File: config.mk
export PLATFORM = sky130hd
export DESIGN_NAME = audio_mixer_flat
export DESIGN_NICKNAME = d
export VERILOG_FILES = /design/src/rtl/audio_mixer_pkg.sv /design/src/rtl/audio_mixer_if.sv /design/src/rtl/audio_mixer_sat.sv /design/src/rtl/audio_mixer.sv /design/src/flat_wrapper.sv
export SDC_FILE = /design/constraint.sdc
export NUM_CORES = 1
export LEC_CHECK = 0
export CAP_MARGIN = 25
export CORE_MARGIN = 4
export CORE_UTILIZATION = 48
export DETAILED_ROUTE_END_ITERATION = 10
export PLACE_DENSITY = 0.78
export SLEW_MARGIN = 40
export SYNTH_ARGS = -nofsm -noshare
export SYNTH_HDL_FRONTEND = slang
export SYNTH_SLANG_ARGS = --single-unit
File: constraint.sdc
create_clock -name sys_clock_i -period 19.5 [get_ports sys_clock_i]
set_input_delay 2.925 -clock sys_clock_i [delete_from_list [all_inputs] [get_ports sys_clock_i]]
set_output_delay 2.925 -clock sys_clock_i [all_outputs]
set_load 0.005 [all_outputs]
File: src/rtl/audio_mixer_pkg.sv
`default_nettype none
// +--------------------------------------------------------------------------+
// | Module   : audio_mixer_pkg                                                |
// | Purpose  : Shared constants, register map and FSM state type for the      |
// |            audio mixer block.                                             |
// | Revision : 1.0  initial release                                           |
// +--------------------------------------------------------------------------+
package audio_mixer_pkg;

    localparam int MIXER_ADDR_WIDTH = 2;

    localparam logic [MIXER_ADDR_WIDTH-1:0] MIXER_REG_SID_GAIN    = 2'd0;
    localparam logic [MIXER_ADDR_WIDTH-1:0] MIXER_REG_CB2_GAIN    = 2'd1;
    localparam logic [MIXER_ADDR_WIDTH-1:0] MIXER_REG_MASTER_GAIN = 2'd2;
    localparam logic [MIXER_ADDR_WIDTH-1:0] MIXER_REG_CTRL        = 2'd3;

    // Q1.7 gain of exactly 1.0
    localparam logic [7:0] Q17_UNITY = 8'h80;

    // ST_DCB is only visited when the DC-block filter is compiled in.
    typedef enum logic [2:0] {
        ST_IDLE    = 3'd0,
        ST_MUL_SID = 3'd1,
        ST_MUL_CB2 = 3'd2,
        ST_SUM     = 3'd3,
        ST_DCB     = 3'd4,
        ST_MASTER  = 3'd5,
        ST_OUT     = 3'd6
    } mixer_state_t;

endpackage
`default_nettype wire

File: src/rtl/audio_mixer_if.sv
`default_nettype none
// +--------------------------------------------------------------------------+
// | Module   : audio_mixer_if                                                 |
// | Purpose  : CPU register-window bus of the audio mixer.                    |
// |            master = CPU side, slave = mixer side.                         |
// | Signals  : mixer_en_i window select, cpu_wr_en_i write strobe,            |
// |            addr_i register address, data_i write data,                    |
// |            data_o read data (combinational on addr_i).                    |
// | Revision : 1.0  initial release                                           |
// +--------------------------------------------------------------------------+
interface audio_mixer_if;
    import audio_mixer_pkg::*;

    logic                        mixer_en_i;
    logic                        cpu_wr_en_i;
    logic [MIXER_ADDR_WIDTH-1:0] addr_i;
    logic [7:0]                  data_i;
    logic [7:0]                  data_o;

    modport master (output mixer_en_i, cpu_wr_en_i, addr_i, data_i, input data_o);
    modport slave  (input mixer_en_i, cpu_wr_en_i, addr_i, data_i, output data_o);

endinterface
`default_nettype wire

File: src/rtl/audio_mixer_sat.sv
`default_nettype none
// +--------------------------------------------------------------------------+
// | Module   : audio_sat                                                      |
// | Purpose  : Saturate a signed IN_W-bit value (IN_W > 16) to signed 16 bit. |
// | Ports    : i_din  signed input, o_dout saturated result,                  |
// |            o_ovf  high when clamping took place.                          |
// | Revision : 1.0  initial release                                           |
// +--------------------------------------------------------------------------+
module audio_sat #(
    parameter int IN_W = 19
) (
    input  logic signed [IN_W-1:0] i_din,
    output logic signed [15:0]     o_dout,
    output logic                   o_ovf
);
    // Value fits in 16 bits only when every bit from 15 upward matches the sign.
    logic [IN_W-16:0] w_hi;

    assign w_hi   = i_din[IN_W-1:15];
    assign o_ovf  = ~((&w_hi) | ~(|w_hi));
    assign o_dout = o_ovf ? (i_din[IN_W-1] ? 16'sh8000 : 16'sh7FFF) : i_din[15:0];

endmodule
`default_nettype wire

File: src/rtl/audio_mixer.sv
`default_nettype none
// +--------------------------------------------------------------------------+
// | Module   : audio_mixer                                                    |
// | Purpose  : Mixes the SID sample with the VIA CB2 beeper level, applies    |
// |            per-source and master Q1.7 gains with saturation and feeds     |
// |            the 16-bit delta-sigma DAC. One multiplier is time-shared by   |
// |            a sequencing FSM; CB2 edges can be slewed to avoid clicks.     |
// | Ports    : sys_clock_i, reset_i (sync, active high), sample_en_i strobe,  |
// |            sid_i, via_cb2_i, diag_i, bus (CPU register window),           |
// |            mix_o signed sample, mix_valid_o one-cycle update pulse.       |
// | Options  : AUDIO_MIXER_DC_BLOCK_EN adds a DC-block stage (latency 6).     |
// | Revision : 1.0  initial release                                           |
// +--------------------------------------------------------------------------+
module audio_mixer
    import audio_mixer_pkg::*;
#(
    parameter logic [15:0] RAMP_STEP = 16'h0040,
    parameter logic [15:0] CB2_LEVEL = 16'h0800
`ifdef AUDIO_MIXER_DC_BLOCK_EN
    ,
    parameter int DC_SHIFT = 8
`endif
) (
    input  logic               sys_clock_i,
    input  logic               reset_i,
    input  logic               sample_en_i,
    input  logic signed [15:0] sid_i,
    input  logic               via_cb2_i,
    input  logic               diag_i,
    audio_mixer_if.slave       bus,
    output logic signed [15:0] mix_o,
    output logic               mix_valid_o
);
    localparam logic signed [15:0] c_lvl_pos = $signed(CB2_LEVEL);
    localparam logic signed [15:0] c_lvl_neg = -c_lvl_pos;
    localparam logic signed [15:0] c_step    = $signed(RAMP_STEP);

    mixer_state_t       r_state, w_state_next;
    logic [7:0]         r_sid_gain, r_cb2_gain, r_master_gain;
    logic               r_mute, r_ramp_en, r_clip;
    logic signed [15:0] r_sid, r_cb2_lvl, w_cb2_next, r_acc, r_master;
    logic               r_cb2_tgt;
    logic signed [17:0] r_sid_scaled, r_cb2_scaled, w_scaled;
    logic signed [18:0] w_sum;
    logic signed [15:0] w_sum_sat, w_mst_sat, w_mst_in, w_mul_a;
    logic               w_sum_ovf, w_mst_ovf, w_clip_set, w_wr;
    logic [7:0]         w_mul_g;
    logic signed [24:0] w_prod;

    assign w_wr = bus.mixer_en_i & bus.cpu_wr_en_i;

    // ---------------- register window ----------------
    always_comb begin
        bus.data_o = 8'h00;
        case (bus.addr_i)
            MIXER_REG_SID_GAIN:    bus.data_o = r_sid_gain;
            MIXER_REG_CB2_GAIN:    bus.data_o = r_cb2_gain;
            MIXER_REG_MASTER_GAIN: bus.data_o = r_master_gain;
            default:               bus.data_o = {r_clip, 5'b0, r_ramp_en, r_mute};
        endcase
    end

    always_ff @(posedge sys_clock_i) begin
        if (reset_i) begin
            r_sid_gain    <= Q17_UNITY;
            r_cb2_gain    <= Q17_UNITY;
            r_master_gain <= Q17_UNITY;
            r_mute        <= 1'b0;
            r_ramp_en     <= 1'b0;
            r_clip        <= 1'b0;
        end else begin
            if (w_wr) begin
                case (bus.addr_i)
                    MIXER_REG_SID_GAIN:    r_sid_gain    <= bus.data_i;
                    MIXER_REG_CB2_GAIN:    r_cb2_gain    <= bus.data_i;
                    MIXER_REG_MASTER_GAIN: r_master_gain <= bus.data_i;
                    default: begin
                        r_mute    <= bus.data_i[0];
                        r_ramp_en <= bus.data_i[1];
                        r_clip    <= 1'b0;
                    end
                endcase
            end
            // A saturation in the same cycle as a CTRL write must win.
            if (w_clip_set) r_clip <= 1'b1;
        end
    end

    // ---------------- CB2 level slew ----------------
    always_comb begin
        logic signed [15:0] v_tgt;
        v_tgt      = r_cb2_tgt ? c_lvl_pos : c_lvl_neg;
        w_cb2_next = v_tgt;
        if (r_ramp_en) begin
            if (r_cb2_lvl < v_tgt)
                w_cb2_next = (r_cb2_lvl + c_step > v_tgt) ? v_tgt : r_cb2_lvl + c_step;
            else if (r_cb2_lvl > v_tgt)
                w_cb2_next = (r_cb2_lvl - c_step < v_tgt) ? v_tgt : r_cb2_lvl - c_step;
        end
    end

    // ---------------- shared multiplier ----------------
    always_comb begin
        w_mul_a = r_sid;
        w_mul_g = r_sid_gain;
        case (r_state)
            ST_MUL_CB2: begin w_mul_a = w_cb2_next; w_mul_g = r_cb2_gain;    end
            ST_MASTER:  begin w_mul_a = w_mst_in;   w_mul_g = r_master_gain; end
            default:    ;
        endcase
    end

    // Gain is unsigned, so it is zero-extended before the signed multiply.
    assign w_prod   = 25'(w_mul_a) * 25'($signed({1'b0, w_mul_g}));
    assign w_scaled = 18'(w_prod >>> 7);
    assign w_sum    = 19'(r_sid_scaled) + 19'(r_cb2_scaled);

    audio_sat #(.IN_W(19)) u_sat_sum (.i_din(w_sum),    .o_dout(w_sum_sat), .o_ovf(w_sum_ovf));
    audio_sat #(.IN_W(18)) u_sat_mst (.i_din(w_scaled), .o_dout(w_mst_sat), .o_ovf(w_mst_ovf));

`ifdef AUDIO_MIXER_DC_BLOCK_EN
    logic signed [15:0] r_xp, r_yp, w_dcb_sat;
    logic signed [17:0] w_dcb;
    logic               w_dcb_ovf;

    assign w_dcb = 18'(r_acc) - 18'(r_xp) + 18'(r_yp) - 18'(r_yp >>> DC_SHIFT);

    audio_sat #(.IN_W(18)) u_sat_dcb (.i_din(w_dcb), .o_dout(w_dcb_sat), .o_ovf(w_dcb_ovf));

    assign w_mst_in   = r_yp;
    assign w_clip_set = ((r_state == ST_SUM)    & w_sum_ovf) |
                        ((r_state == ST_DCB)    & w_dcb_ovf) |
                        ((r_state == ST_MASTER) & w_mst_ovf);
`else
    assign w_mst_in   = r_acc;
    assign w_clip_set = ((r_state == ST_SUM)    & w_sum_ovf) |
                        ((r_state == ST_MASTER) & w_mst_ovf);
`endif

    // ---------------- sequencer ----------------
    always_ff @(posedge sys_clock_i) begin
        if (reset_i) r_state <= ST_IDLE;
        else         r_state <= w_state_next;
    end

    always_comb begin
        w_state_next = ST_IDLE;
        case (r_state)
            ST_IDLE:    w_state_next = sample_en_i ? ST_MUL_SID : ST_IDLE;
            ST_MUL_SID: w_state_next = ST_MUL_CB2;
            ST_MUL_CB2: w_state_next = ST_SUM;
`ifdef AUDIO_MIXER_DC_BLOCK_EN
            ST_SUM:     w_state_next = ST_DCB;
            ST_DCB:     w_state_next = ST_MASTER;
`else
            ST_SUM:     w_state_next = ST_MASTER;
`endif
            ST_MASTER:  w_state_next = ST_OUT;
            default:    w_state_next = ST_IDLE;
        endcase
    end

    always_ff @(posedge sys_clock_i) begin
        if (reset_i) begin
            r_sid        <= '0;
            r_cb2_tgt    <= 1'b0;
            r_cb2_lvl    <= c_lvl_neg;
            r_sid_scaled <= '0;
            r_cb2_scaled <= '0;
            r_acc        <= '0;
            r_master     <= '0;
            mix_o        <= '0;
            mix_valid_o  <= 1'b0;
`ifdef AUDIO_MIXER_DC_BLOCK_EN
            r_xp         <= '0;
            r_yp         <= '0;
`endif
        end else begin
            mix_valid_o <= 1'b0;
            case (r_state)
                ST_IDLE: if (sample_en_i) begin
                    r_sid     <= sid_i;
                    r_cb2_tgt <= via_cb2_i & diag_i;
                end
                ST_MUL_SID: r_sid_scaled <= w_scaled;
                ST_MUL_CB2: begin
                    r_cb2_lvl    <= w_cb2_next;
                    r_cb2_scaled <= w_scaled;
                end
                ST_SUM: r_acc <= w_sum_sat;
`ifdef AUDIO_MIXER_DC_BLOCK_EN
                ST_DCB: begin
                    r_xp <= r_acc;
                    r_yp <= w_dcb_sat;
                end
`endif
                ST_MASTER: r_master <= w_mst_sat;
                ST_OUT: begin
                    mix_o       <= r_mute ? 16'sh0000 : r_master;
                    mix_valid_o <= 1'b1;
                end
                default: ;
            endcase
        end
    end

endmodule
`default_nettype wire

File: src/flat_wrapper.sv
// flat-port wrapper written by rule: the top's interface ports become plain ports
module audio_mixer_flat import audio_mixer_pkg::*;
#(
    parameter logic [15:0] RAMP_STEP = 16'h0040,
    parameter logic [15:0] CB2_LEVEL = 16'h0800

)
  (sys_clock_i, reset_i, sample_en_i, sid_i, via_cb2_i, diag_i, mix_o, mix_valid_o, bus_mixer_en_i, bus_cpu_wr_en_i, bus_addr_i, bus_data_i, bus_data_o);
  audio_mixer_if bus_i ();
  input  logic sys_clock_i;
  input  logic reset_i;
  input  logic sample_en_i;
  input  logic signed [15:0] sid_i;
  input  logic via_cb2_i;
  input  logic diag_i;
  output logic signed [15:0] mix_o;
  output logic mix_valid_o;
  input wire logic [$bits(bus_i.mixer_en_i)-1:0] bus_mixer_en_i;
  input wire logic [$bits(bus_i.cpu_wr_en_i)-1:0] bus_cpu_wr_en_i;
  input wire logic [$bits(bus_i.addr_i)-1:0] bus_addr_i;
  input wire logic [$bits(bus_i.data_i)-1:0] bus_data_i;
  output wire logic [$bits(bus_i.data_o)-1:0] bus_data_o;
  assign bus_i.mixer_en_i = bus_mixer_en_i;
  assign bus_i.cpu_wr_en_i = bus_cpu_wr_en_i;
  assign bus_i.addr_i = bus_addr_i;
  assign bus_i.data_i = bus_data_i;
  assign bus_data_o = bus_i.data_o;
  audio_mixer #(.RAMP_STEP(RAMP_STEP), .CB2_LEVEL(CB2_LEVEL)) u_core (.sys_clock_i(sys_clock_i), .reset_i(reset_i), .sample_en_i(sample_en_i), .sid_i(sid_i), .via_cb2_i(via_cb2_i), .diag_i(diag_i), .bus(bus_i), .mix_o(mix_o), .mix_valid_o(mix_valid_o));
endmodule
==> run metrics, run 1 <==
die width 168.7 µm; FP Rows 58; delay of the slowest critical-path stage 0.65 ns; Die Ht 168.7 µm; grt peak-use layer met2; register bit count reported by yosys 148; Most used DFF post-synth dfxtp_1; worst flop-to-flop path startpoint u_core.r_cb2_lvl[8]; reg-to-reg endpoint u_core.r_master[13]; Placer Congestion 0.9803; synth top area cells dfxtp_1 24%, fa_1 16%, ha_1 8.1%, nand2_1 7.4%, a21oi_1 5.5%; HP Start u_core.r_sid[14]; post-CTS setup buffers 0; Synth warnings 0; CTS clock-pin slew for the worst setup and hold paths 0.07 ns; Final Skew 0.01744 ns; first-pass GRT wire length 56160 µm; vias in the first global route 10.61k; Layout fillers 2338; Hold Path End u_core.r_sid[14]; Setup Crit Path Kind register to register; DIE AREA 28450 µm²; initial detailed-routing violation count 939; setup violators final 0; WP data arrival 10.11 ns; Core Box Area 25250 µm²; TritonCTS buffer count 17; asr flop ratio synth 0; GR Util met1 0.3422; largest net degree at the start of global routing 95; Worst setup SP type register; Skew-Pair Late Insertion Delay 0.44 ns; RSZ-0062 raised after global routing no; Total Wirelength 33920 µm; Max VDD drop 59.48 µV; synth unique cells 90; IO Pins 58; DP Area 13220 µm²; Hold Path Stages 2; Synth area leader dfxtp_1; Net Count, Synth 1757; share of cells above drive strength 1 0.06388; Hold-fix buffers, CTS 0; length of the first detailed-routing pass in iterations 5; fin area 13820 µm²; root buf cell clkbuf_16; critical path fanouts, max 15; TritonCTS clock tree yes; Worst slew margin 0.4296; Max Cap Violations 0; Syn Area/Cell 8.036 µm²; Vias/cell 5.734; Nets 1783; post-synthesis sequential area ratio 0.2391; Hold Crit Class register to register; Tmin final 9.823 ns; Final Cycle Share 0.5038; Crit-path slowest cell a22oi_2; Congestion Overflow GR 0; r2r setup slk 9.68 ns; port bufs 57; CTS sink count 148; Pwr Density 72.10 nW/µm²; Post-synth EDFFs 0; DR WL/cell 17.75 µm; H-tree Lvls 4; post-route ant nets 0; status finished clean; Slew Limit Fails 0; Leak 5.977 nW; critical path required time 19.79 ns; CP endpoint kind register; HPWL Detailed 26070 µm; Vias 10.96k; Layout area overhead 11.51%; Hold Violations, Final 0; initial antenna violation count 0; global routing usage on met2 0.3847; Resized cells post-CTS 0; synthesized area 12390 µm²; Setup TNS 0 ns; Slew @ Worst Pin 0.8556 ns; Syn Inst Count 1542; gr usage total 0.2438; Top delay family on crit path compound AO/OA/AOI/OAI gates; met3 GRT Util 0.04367; FF-to-FF path depth 33; initial core utilization 0.4907; Antenna Cells 0; top cell type's share of synthesized area 0.2391; Residual DRC 0; Worst Path Buf+Inv 4; worst-case clock buffer depth 2; Max Fclk 101.8 MHz
[state kept, by name, summed over array words and instances, names as in the netlist, 3 cells and up]
name	flops
u_core.r_sid_scaled	18
u_core.r_cb2_scaled	18
u_core.r_master_gain	8
u_core.r_cb2_gain	8
u_core.r_sid_gain	8
u_core.r_acc	16
u_core.mix_o	16
u_core.r_state	3
u_core.r_cb2_lvl	16
u_core.r_sid	16
u_core.r_master	16
[cells in the mapped netlist (all sizes together) (3+ instances only)]
library cell	instances
nor2b	11
clkbuf	46
o31a	3
or2	11
xnor2	24
o21ai	58
nand2	244
nand4	7
a211o	4
or4	3
a22o	22
o311ai	3
o21bai	5
inv	172
or3	8
buf	23
mux2i	11
dfxtp	148
o21a	10
a31o	3
xor2	14
o221ai	4
and2	10
and4	3
nor2	162
o31ai	3
nand3b	3
nand2b	28
a211oi	15
and3	8
mux4	3
o211ai	5
nor4	4
nand3	25
nor3	37
a21o	16
o22ai	12
ha	80
a21oi	140
nor3b	5
nor4b	4
fa	102
a2111oi	4
a31oi	9
[metrics by stage]
step           setup WS (ns)  instances  hold WS (ns)  total power [mW]  utilization
3_5_place_dp           9.837       1878        0.4492            0.6672       0.5235
3_3_place_gp           10.14       1878        0.4456            0.6617       0.5229
2_1_floorplan          11.06       1542        0.4360            0.5729            -
5_1_grt                8.858       1911        0.4788             1.051       0.5472
4_1_cts                9.782       1910        0.4569            0.9965       0.5469
6_report               9.677       1911        0.4601            0.9964       0.5472
[cell type report]
class / count / area (µm²) / share of cell area
repair buffers: 76 / 711.9 / 0.05152
well taps: 330 / 412.9 / 0.02988
flip-flops and latches: 148 / 2963 / 0.2144
multi-input cells: 1153 / 8496 / 0.6148
clock buffers: 17 / 425.4 / 0.03079
clock inverters: 15 / 163.9 / 0.01186
inverters: 172 / 645.6 / 0.04672
[routing by layer]
layer	routed length (µm)	up-vias
li1	-	5197
met1	14980	5281
met2	15410	416
met3	2505	63
met4	1024	0
met5	0	-
[worst max-delay path by stage]
stage	start	to	slack, ns	cells past startpoint
5_1_grt	u_core.r_cb2_lvl[8]	u_core.r_master[3]	8.86	33
4_1_cts	u_core.r_cb2_lvl[8]	u_core.r_master[13]	9.78	33
3_5_place_dp	u_core.r_cb2_lvl[8]	u_core.r_master[13]	9.84	33
2_1_floorplan	u_core.r_cb2_lvl[9]	u_core.r_clip	11.06	35
6_report	u_core.r_cb2_lvl[8]	u_core.r_master[13]	9.68	33
3_3_place_gp	u_core.r_cb2_lvl[8]	u_core.r_master[8]	10.14	31
[tightest hold or removal path, stage by stage (launching register included)]
cell and delay [ns]:
dfxtp_1 0.31, nand2_1 0.05, a21oi_1 0.05
[kinds of logic (layout without fill, tap and decap cells)]
family	after synthesis	count (layout)	synth area share
compound gates	340	340	0.1820
xor+xnor	38	38	0.02686
fa+ha+maj	182	182	0.2456
buf+inv	241	280	0.07765
flops	148	148	0.2391
mux	15	15	0.01525
simple gates	578	578	0.2136
[power breakdown]
part           switching (mW)  internal [mW]  total (mW)
clock network           0.157          0.171       0.328
logic                   0.220          0.121       0.341
registers              0.0121          0.315       0.327
[placed cells by master, fill, tap and decap left out, types with 10 or more instances in the layout]
cell             synthesis  layout
o21ai_0                 54      54
mux2i_1                 11      11
nor2_1                 161     161
a22o_1                  22      22
fa_1                   102     102
nor3_1                  34      32
a211oi_1                13      13
nor2b_1                 11      11
o22ai_1                 12      12
nand2_1                244     244
inv_1                  172     171
buf_4                    5      18
clkbuf_16                0      17
a21o_1                  16      16
ha_1                    80      80
o21a_1                  10      10
a21oi_1                137     137
clkdlybuf4s50_1          0      56
or2_2                   11      11
nand3_1                 25      25
xnor2_1                 24      24
nand2b_1                28      28
xor2_1                  14      14
dfxtp_1                148     148
Power figures use the tool's default switching activity.
==> run 2, diff against run 1 <==
==> constraint.sdc (replaced) <==
create_clock -name sys_clock_i -period 9.81 [get_ports sys_clock_i]
set_input_delay 1.4715 -clock sys_clock_i [delete_from_list [all_inputs] [get_ports sys_clock_i]]
set_output_delay 1.4715 -clock sys_clock_i [all_outputs]
set_load 0.005 [all_outputs]
==> run metrics, run 2 (synthesis results as in run 1) <==
delay of the slowest critical-path stage 0.55 ns (was 0.65 ns); Antenna Cells 0 (unchanged); WP data arrival 9.59 ns (was 10.11 ns); Leak 6.043 nW (was 5.977 nW); Hold Crit Class register to register (unchanged); critical path required time 10.13 ns (was 19.79 ns); Placer Congestion 0.9457 (was 0.9803); DR WL/cell 17.83 µm (was 17.75 µm); r2r setup slk 0.54 ns (was 9.68 ns); Crit-path slowest cell fa_1 (was a22oi_2); length of the first detailed-routing pass in iterations 6 (was 5); TritonCTS buffer count 17 (unchanged); CP dominant cell by count fa_1; FP Rows 58 (unchanged); Nets 1789 (was 1783); HP Start u_core.r_sid_scaled[14] (was u_core.r_sid[14]); Worst slew margin 0.4153 (was 0.4296); Residual DRC 0 (unchanged); root buf cell clkbuf_16 (unchanged); most frequent cells in the layout 244 x nand2_1, 172 x inv_1, 159 x nor2_1 (was 244 x nand2_1, 171 x inv_1, 161 x nor2_1); TritonCTS clock tree yes (unchanged); largest net degree at the start of global routing 49 (was 95); setup violators final 0 (unchanged); Core Box Area 25250 µm² (unchanged); port bufs 57 (unchanged); IO Pins 58 (unchanged); Setup Crit Path Kind register to register (unchanged); share of cells above drive strength 1 0.07309 (was 0.06388); Final Skew 0.01585 ns (was 0.01744 ns); initial core utilization 0.4907 (unchanged); vias in the first global route 10.56k (was 10.61k); Regs by FF count u_core.r_cb2_scaled x18, u_core.r_sid_scaled x18 (unchanged); Tmin final 9.269 ns (was 9.823 ns); CTS sink count 148 (unchanged); Setup TNS 0 ns (unchanged); Vias/cell 5.741 (was 5.734); Layout area overhead 12.49% (was 11.51%); initial detailed-routing violation count 971 (was 939); post-route ant nets 0 (unchanged); Hold Path End u_core.r_sid_scaled[14] (was u_core.r_sid[14]); Skew-Pair Late Insertion Delay 0.43 ns (was 0.44 ns); Final Cycle Share 0.9448 (was 0.5038); Slew Limit Fails 0 (unchanged); FF-to-FF path depth 33 (unchanged); worst flop-to-flop path startpoint u_core.r_cb2_lvl[10] (was u_core.r_cb2_lvl[8]); commonest non-fill, non-tap cell in the layout nand2_1 (unchanged); reg-to-reg endpoint u_core.r_clip (was u_core.r_master[13]); Slew @ Worst Pin 0.8760 ns (was 0.8556 ns); Congestion Overflow GR 0 (unchanged); first-pass GRT wire length 56220 µm (was 56160 µm); Max VDD drop 107.6 µV (was 59.48 µV); die width 168.7 µm (unchanged); CTS clock-pin slew for the worst setup and hold paths 0.07 ns (about the same); Hold-fix buffers, CTS 0 (unchanged); Worst setup SP type register (unchanged); Hold Path Stages 2 (unchanged); critical path fanouts, max 7 (was 15); initial antenna violation count 0 (unchanged); DIE AREA 28450 µm² (unchanged); Max Fclk 107.9 MHz (was 101.8 MHz); Hold Violations, Final 0 (unchanged); Vias 11.01k (was 10.96k); Max Cap Violations 0 (unchanged); H-tree Lvls 4 (unchanged); Pwr Density 143.7 nW/µm² (was 72.10 nW/µm²); worst-case clock buffer depth 2 (unchanged); Die Ht 168.7 µm (unchanged); Total Wirelength 34170 µm (was 33920 µm); CP endpoint kind register (unchanged); Min Hold Slack 0.4591 ns (was 0.4601 ns); status finished clean (unchanged); gr usage total 0.2425 (was 0.2438); HPWL Detailed 26580 µm (was 26070 µm)
-- run 2: cell types whose count changed in the layout (fill, tap and decap cells not counted), sizes merged --
cell / before / now
inv: 178 / 182
buf: 20 / 26
clkinvlp: 4 / 0
-- run 2: final cells by class --
type / instances / area [µm²]
clock buffers: 17 / 425.4
clock inverters: 15 / 173.9
flip-flops and latches: 148 / 2968
well taps: 330 / 412.9
multi-input cells: 1153 / 8533
inverters: 172 / 645.6
repair buffers: 82 / 780.7
fillers: 2289 / 11310
-- run 2: worst max-delay path by stage --
stage / start / end / slack [ns] / cells after the start
CTS: u_core.r_cb2_lvl[8] / u_core.r_master[3] / 0.24 / 33
global route: u_core.r_cb2_lvl[10] / u_core.r_clip / -0.005 / 32
detailed placement: u_core.r_cb2_lvl[8] / u_core.r_master[6] / 0.25 / 33
global placement: u_core.r_cb2_lvl[8] / u_core.r_master[12] / 0.33 / 33
floorplan: u_core.r_cb2_lvl[9] / u_core.r_clip / 1.37 / 35
finish: u_core.r_cb2_lvl[10] / u_core.r_clip / 0.54 / 33
-- run 2: stage by stage --
step | setup slack, ns | cell area, µm² | util | instances | power [mW]
floorplan | 1.366 | 12390 | - | 1542 | 1.139
global placement | 0.3309 | 13230 | 0.5238 | 1881 | 1.322
detailed placement | 0.2543 | 13250 | 0.5247 | 1882 | 1.335
CTS | 0.2407 | 13850 | 0.5484 | 1914 | 1.988
global route | -0.005187 | 13940 | 0.5520 | 1917 | 2.116
finish | 0.5415 | 13940 | 0.5520 | 1917 | 2.004
-- run 2: routing by layer --
| metal | vias to the layer above | GRT usage | wire length (µm) |
|---|---|---|---|
| li1 | 5220 | - | - |
| met1 | 5306 | 0.3394 | 15020 |
| met2 | 420 | 0.3929 | 15850 |
| met3 | 60 | 0.03783 | 2538 |
| met4 | 0 | 0.06493 | 762 |
| met5 | - | 0 | 0 |
-- run 2: critical path, delay by kind of cell, from the launching register on --
kind                     cells  cell delay, ns
AND/OR/NAND/NOR             14            3.04
AO/OA/AOI/OAI               10            2.67
adder cells (fa/ha/maj)      6            2.66
flip-flops                   1            0.47
XOR/XNOR                     1            0.20
buffers and inverters        2            0.11
-- run 2: where the power goes --
| part | total [mW] | internal (mW) | leakage (nW) | switching (mW) |
|---|---|---|---|---|
| registers | 0.650 | 0.626 | 1.20 | 0.0235 |
| logic | 0.697 | 0.252 | 4.55 | 0.445 |
| clock network | 0.657 | 0.345 | 0.294 | 0.312 |
| total | 2.00 | 1.22 | 6.04 | 0.780 |
-- run 2: repair_timing --
action                     CTS  global route
buffers inserted             0             3
resized for setup            0            10
setup endpoints to repair    0            20
